--- src/rtl/matrix_column_scanner.sv ---
// Scan controller for the 5x7 active-low LED matrix. Latches five column images per
// frame, blanks before each column, drives one column at a time, and can flash rows.
//
// state    | meaning
// ---------+-----------------------------------------------------------
// ST_OFF   | scan disabled, outputs blank
// ST_BLANK | inter-column gap, outputs blank for BLANK_CYCLES cycles
// ST_DRIVE | column col_idx selected for DWELL_CYCLES cycles
module matrix_column_scanner #(
    parameter int DWELL_CYCLES = 50000,
    parameter int BLANK_CYCLES = 500,
    parameter int BLINK_FRAMES = 100
) (
    input  logic       clk,
    input  logic       reset,
    input  logic       enable,
    input  logic       blink_en,
    input  logic [6:0] column_4,
    input  logic [6:0] column_3,
    input  logic [6:0] column_2,
    input  logic [6:0] column_1,
    input  logic [6:0] column_0,
    output logic [6:0] row,
    output logic [4:0] col_sel,
    output logic       frame_start
);

    localparam int MAX_CYCLES = (DWELL_CYCLES > BLANK_CYCLES) ? DWELL_CYCLES : BLANK_CYCLES;
    localparam int PW = (MAX_CYCLES > 1) ? $clog2(MAX_CYCLES) : 1;
    localparam int FW = (BLINK_FRAMES > 1) ? $clog2(BLINK_FRAMES) : 1;
    localparam logic [PW-1:0] DWELL_LAST = PW'(DWELL_CYCLES - 1);
    localparam logic [PW-1:0] BLANK_LAST = PW'(BLANK_CYCLES - 1);
    localparam logic [FW-1:0] FRAME_LAST = FW'(BLINK_FRAMES - 1);

    typedef enum logic [1:0] {
        ST_OFF   = 2'd0,
        ST_BLANK = 2'd1,
        ST_DRIVE = 2'd2
    } state_t;

    state_t          state_q, state_d;
    logic [2:0]      col_idx_q, col_idx_d;
    logic [PW-1:0]   presc_q, presc_d;
    logic [4:0][6:0] shadow_q, shadow_d;
    logic [FW-1:0]   frame_cnt_q, frame_cnt_d;
    logic            blink_vis_q, blink_vis_d;
    logic [6:0]      row_q, row_d;
    logic [4:0]      col_sel_q, col_sel_d;
    logic            frame_start_q, frame_start_d;
    logic            load_frame;
    logic            frame_end;

    always_comb begin
        state_d       = state_q;
        col_idx_d     = col_idx_q;
        presc_d       = presc_q + 1'b1;
        shadow_d      = shadow_q;
        frame_cnt_d   = frame_cnt_q;
        blink_vis_d   = blink_vis_q;
        frame_start_d = 1'b0;
        row_d         = 7'h7F;
        col_sel_d     = 5'h1F;
        load_frame    = 1'b0;
        frame_end     = 1'b0;

        case (state_q)
            ST_OFF: begin
                presc_d = '0;
                if (enable) begin
                    state_d    = ST_BLANK;
                    col_idx_d  = 3'd4;
                    load_frame = 1'b1;
                end
            end
            ST_BLANK: begin
                if (presc_q == BLANK_LAST) begin
                    state_d = ST_DRIVE;
                    presc_d = '0;
                end
            end
            ST_DRIVE: begin
                if (presc_q == DWELL_LAST) begin
                    state_d = ST_BLANK;
                    presc_d = '0;
                    if (col_idx_q == 3'd0) begin
                        col_idx_d  = 3'd4;
                        load_frame = 1'b1;
                        frame_end  = 1'b1;
                    end else begin
                        col_idx_d = col_idx_q - 3'd1;
                    end
                end
            end
            default: begin
                state_d = ST_OFF;
                presc_d = '0;
            end
        endcase

        // Disable overrides whatever the scan was about to do on this edge.
        if (!enable) begin
            state_d    = ST_OFF;
            presc_d    = '0;
            load_frame = 1'b0;
            frame_end  = 1'b0;
        end

        if (!blink_en) begin
            frame_cnt_d = '0;
            blink_vis_d = 1'b1;
        end else if (frame_end) begin
            if (frame_cnt_q == FRAME_LAST) begin
                frame_cnt_d = '0;
                blink_vis_d = ~blink_vis_q;
            end else begin
                frame_cnt_d = frame_cnt_q + 1'b1;
            end
        end

        if (load_frame) begin
            shadow_d      = {column_4, column_3, column_2, column_1, column_0};
            frame_start_d = 1'b1;
        end

        // Outputs are computed from next-state values so they change with the state.
        if (state_d == ST_DRIVE) begin
            col_sel_d = ~(5'b00001 << col_idx_d);
            if (blink_vis_d) begin
                row_d = shadow_d[col_idx_d];
            end
        end
    end

    always_ff @(posedge clk) begin
        if (reset) begin
            state_q       <= ST_OFF;
            col_idx_q     <= 3'd4;
            presc_q       <= '0;
            shadow_q      <= {5{7'h7F}};
            frame_cnt_q   <= '0;
            blink_vis_q   <= 1'b1;
            row_q         <= 7'h7F;
            col_sel_q     <= 5'h1F;
            frame_start_q <= 1'b0;
        end else begin
            state_q       <= state_d;
            col_idx_q     <= col_idx_d;
            presc_q       <= presc_d;
            shadow_q      <= shadow_d;
            frame_cnt_q   <= frame_cnt_d;
            blink_vis_q   <= blink_vis_d;
            row_q         <= row_d;
            col_sel_q     <= col_sel_d;
            frame_start_q <= frame_start_d;
        end
    end

    assign row         = row_q;
    assign col_sel     = col_sel_q;
    assign frame_start = frame_start_q;

endmodule
--- config.mk ---
export PLATFORM = sky130hd
export DESIGN_NAME = matrix_column_scanner
export DESIGN_NICKNAME = d
export VERILOG_FILES = /design/src/rtl/matrix_column_scanner.sv
export SDC_FILE = /design/constraint.sdc
export NUM_CORES = 1
export LEC_CHECK = 0
export CAP_MARGIN = 20
export CORE_MARGIN = 10
export CORE_UTILIZATION = 58
export CTS_CLUSTER_SIZE = 40
export DETAILED_ROUTE_END_ITERATION = 8
export PLACE_DENSITY = 0.86
export SYNTH_ARGS = -nofsm -noshare
export SYNTH_HDL_FRONTEND = slang
export SYNTH_SLANG_ARGS = --single-unit
--- constraint.sdc ---
create_clock -name clk -period 6.5 [get_ports clk]
set_clock_uncertainty 0.1 [all_clocks]
set_input_delay 0.975 -clock clk [delete_from_list [all_inputs] [get_ports clk]]
set_output_delay 0.975 -clock clk [all_outputs]
set_load 0.02 [all_outputs]
# [Word level (Yosys, flattened, before mapping)]
# Index checks and enable logic that the tools add are counted.
[totals] regBits=77 input_bits=39 elab_cells=61 output_inout_bits=13
[op_classes] bitwise=6 n_shift=1 reduce_logical=6 add_sub_neg=3 order_cmp=1 n_eq_ne=6 n_mux=25
[ops] operator="$mux 35" n=1
[ops] operator="$mux 16" n=2
[ops] operator="$pmux 16 s2" n=1
[ops] operator="$bmux 7 s3" n=1
[ops] operator="$add 16x1->16 const B" n=1
[ops] operator="$eq 16x16->1 const B" n=1
[ops] operator="$eq 16x9->1 const B" n=1
[ops] operator="$mux 7" n=2
[ops] operator="$mux 1" n=9
[ops] operator="$mux 3" n=3
[ops] operator="$add 7x1->7 const B" n=1
[ops] operator="$eq 7x7->1 const B" n=1
[ops] operator="$mux 2" n=3
[ops] operator="$pmux 2 s3" n=1
[ops] operator="$pmux 3 s2" n=1
[ops] operator="$reduce_or 2->1" n=3
[ops] operator="$not 1->1" n=5
[ops] operator="$not 5->5" n=1
[ops] operator="$shl 1x3->5 const A" n=1
[ops] operator="$eq 2x2->1 const B" n=2
[ops] operator="$lt 3x4->1 const B" n=1
[ops] operator="$logic_not 3->1" n=1
[ops] operator="$reduce_or 3->1" n=1
[ops] operator="$sub 3x1->3 const B" n=1
[ops] operator="3 further kinds" n=3

# [Depth between registers and ports, before layout]
[logic_depth] word_depth=9 depth_mapped=9 depth_no_buf=8

# [Worst setup path before layout]
# Ideal clock, no wire load.
[synth_path] kind="in2reg" start="in enable" end="reg row_q[1], in the netlist row[1]" arrival_time_ps=2378 required_ps=6255 setup_slack_ps=3877 setup_time_ps=145 stages=6 cell_sequence="nand2_1 a21boi_1 clkbuf_1 mux2_2 o211ai_1 o2111ai_1"
[synth_between] elab_chain_len=5 elab_cells_between_ends=14 cone_classes="eq/ne (1); mux (10); bitwise (2); reduce/logical (1)"
[synth_lines] element="start, declared" line="16" source="input logic enable,"
[synth_lines] element="parallel branches: the longest is 5 deep, another holds $bmux 7 s3"
[synth_lines] element="end signal, assigned" line="152" source="row_q <= row_d;"
[synth_lines] element="end, declared" line="47" source="logic [6:0] row_q, row_d;"
# Parallel ways; which one is timed is not known. The select of a mux whose other input is x is not followed.
# A chain may end at the register's enable or synchronous reset.

# [Worst setup path after layout]
[layout_path] start="in enable" end="reg row_q[4], in the netlist row[4]"
# The elaborated chain is that of the path after synthesis.

==> results.toml <==
[status]
status = "finished clean"

[route]
drtAntennaViolNets = 0
drt-initial-drc-count = 288
drt_first_pass_iters = 7
wl_per_cell_um = 17.3
drc = 0
vias_per_cell = 6.01
drt-total-wl_mm = 8.51
vias = 2964

[critical_path]
cp-start-kind = "input pin"
critPathArrivalTime_ns = 3.92
regToRegStartpoint = "state_q[0]$_SDFF_PP0_"
startpoint = "enable"
crit_path_end_kind = "flip-flop"
required_ns = 6.60
crit_type = "input pin to flip-flop"
critPathMaxFanout = 34

[clocking]
cts_tree = "yes"
cts_setup_buffers = 0
cts_resized = 0
clockBufferDepth = 2
htreeDepth = 3
clock_latency_ns = 0.35
cts_hold_buf = 0
root_buffer = "clkbuf_8"
clk_pin_slew_ns = 0.07
clkSinkCount = 77
cts_buffers = 9

[synthesis]
synthFlopType = "dfxtp_1"
ys_seq_area_share_pct = 44.4
syn-num-nets = 411
synth_async_sr_flop_share_pct = 0
synth_edf_count = 0
ys_ff_latch = 77
ys_types = 45
synth_cells = 366
syn-cell-area_sq_mm = 0.00347
yosysWarnings = 0
synth.avg_cell_area_sq_um = 9.49

[die]
core_sq_mm = 0.00589
num_rows = 28
die_height_um = 97.4
ios = 52
die_x_um = 97.4
die-area_sq_mm = 0.00949
start_util_pct = 59.0

[final_layout]
ff_latch_area_sq_mm = 0.00154
antennaDiodeCount = 0
multi_input_area_sq_mm = 0.00178
finish.utilization_pct = 73.7
synthToLayoutAreaGrowth_pct = 24.9
fillers = 434
fin_nets = 458
layout-drive-gt1-share_pct = 10.3

[global_routing]
grt_first_pass_wirelength_mm = 14.0
grt_usage_pct = 17.6
grt_max_degree = 39
grt_pass1_vias = 2814
antenna_found_initial = 0
grt-ovfl-total = 0

[sta]
setup_viol = 0
rsz0062_at_grt = "false"
final.setup.tns_ns = 0
max_freq_mhz = 262
fin_crit_sh_pct = 58.8
hold_viol = 0
min_period_ns = 3.82
max-slew-margin-rel_pct = 31.3
tightest_slew_ns = 1.03
drv_slew = 0

[placed_design]
place_congestion = 0.859
dp_hpwl_mm = 5.85
io_buffers = 51

[pwr]
ir_worst_vdd_mv = 0.161
p_leak_nw = 1.60
powerDensity_mw_per_mm2 = 232

[worst_hold_path]
hold_path_class = "flip-flop to flip-flop"
hp-start = "presc_q[0]$_SDFF_PP0_"

[job]
cap_violations = 0
[cell usage in the layout (no fill, tap or decap), types with 3 or more instances in the layout]
| cell | count |
|---|---|
| dfxtp_1 | 77 |
| clkdlybuf4s50_1 | 51 |
| nand2_1 | 38 |
| nor2_1 | 31 |
| o221ai_1 | 28 |
| inv_1 | 22 |
| o211ai_1 | 15 |
| nand2b_1 | 15 |
| mux2_2 | 14 |
| xor2_1 | 13 |
| nand4_1 | 11 |
| clkbuf_8 | 10 |
| mux2i_1 | 9 |
| xnor2_1 | 8 |
| nand3_1 | 7 |
| o2111ai_1 | 7 |
| ha_1 | 6 |
| and2_1 | 5 |
| nor4_1 | 3 |
| nor3_1 | 3 |
| nor2b_1 | 3 |
| bufinv_16 | 3 |
| buf_16 | 3 |
[path summary, 6_finish.rpt]
| path | end | slack (ns) | depth (start not counted) |
|---|---|---|---|
| setup reg to reg | row[4]$_SDFF_PP1_ | 3.12 | 8 |
| hold reg to reg | presc_q[0]$_SDFF_PP0_ | 0.38 | 1 |
| hold / removal | presc_q[0]$_SDFF_PP0_ | 0.38 | 1 |
| setup / recovery | row[4]$_SDFF_PP1_ | 2.68 | 7 |
[cell families (layout without fill, tap and decap cells)]
| kind of cell | Yosys count | after routing | synth area share [%] |
|---|---|---|---|
| compound gates | 65 | 65 | 15.9 |
| xor+xnor | 21 | 21 | 5.29 |
| fa+ha+maj | 6 | 6 | 2.16 |
| buf+inv | 41 | 93 | 4.72 |
| flops | 77 | 77 | 44.4 |
| mux | 23 | 23 | 7.13 |
| simple gates | 133 | 133 | 20.4 |
[layer usage]
| metal | share of wire [%] | global-route usage [%] |
|---|---|---|
| met1 | 45 | 23.1 |
| met2 | 47 | 26.4 |
| met3 | 6.0 | 5.19 |
| met4 | 1.5 | 6.60 |
| met5 | 0 | 0 |
[sequential cells by signal, indices dropped and copies added (netlist names)]
signal / flops
col_idx_q: 3
col_sel: 5
blink_vis_q: 1
shadow_q: 35
frame_start: 1
row: 7
presc_q: 16
frame_cnt_q: 7
state_q: 2
[layout make-up]
type,count,area share [%]
multi-input combinational,248,41.0
sequential,77,35.5
timing repair buffer,55,13.8
clock buffer,12,3.34
clock inverter,4,2.19
tap,75,2.16
inverter,22,1.90
[where the power goes]
group	total [mW]	switching [mW]	internal (mW)
clock	0.431	0.166	0.265
sequential	0.492	0.00432	0.487
combinational	0.0860	0.0406	0.0454
total	1.01	0.211	0.798
[critical path, stage by stage]
cell and delay, ns:
clkdlybuf4s50_1 0.52, nand2_1 0.47, a21boi_4 0.91, buf_4 0.36, mux2_2 0.36, o211ai_1 0.18
o2111ai_1 0.13
[stage by stage]
stage	total power, mW	std cells	hold WS, ns	setup slack, ns	area (sq um)
3_3_place_gp	0.582	474	0.354	2.50	4020
6_report	1.01	493	0.375	2.68	4340
3_5_place_dp	0.584	475	0.359	2.43	4040
2_1_floorplan	0.548	366	0.338	3.88	3470
4_1_cts	1.01	491	0.377	2.76	4280
5_1_grt	1.04	493	0.406	2.51	4340
[synth_stat cells (3+ instances only)]
cell type	instances	area share (%)
inv_1	22	2.4
xnor2_1	8	2.0
nand2b_1	15	2.7
clkbuf_1	11	1.2
xor2_1	13	3.3
nand3_1	7	1.0
nand2_1	38	4.1
nand4_1	11	2.0
o2111ai_1	7	1.8
nor4_1	3	0.54
buf_2	8	1.2
nor2_1	31	3.3
nor2b_1	3	0.54
o221ai_1	28	7.1
mux2_2	14	4.5
o211ai_1	15	3.2
ha_1	6	2.2
dfxtp_1	77	44
mux2i_1	9	2.6
and2_1	5	0.90
nor3_1	3	0.43
Note: power is estimated with default switching activity, not from simulation.
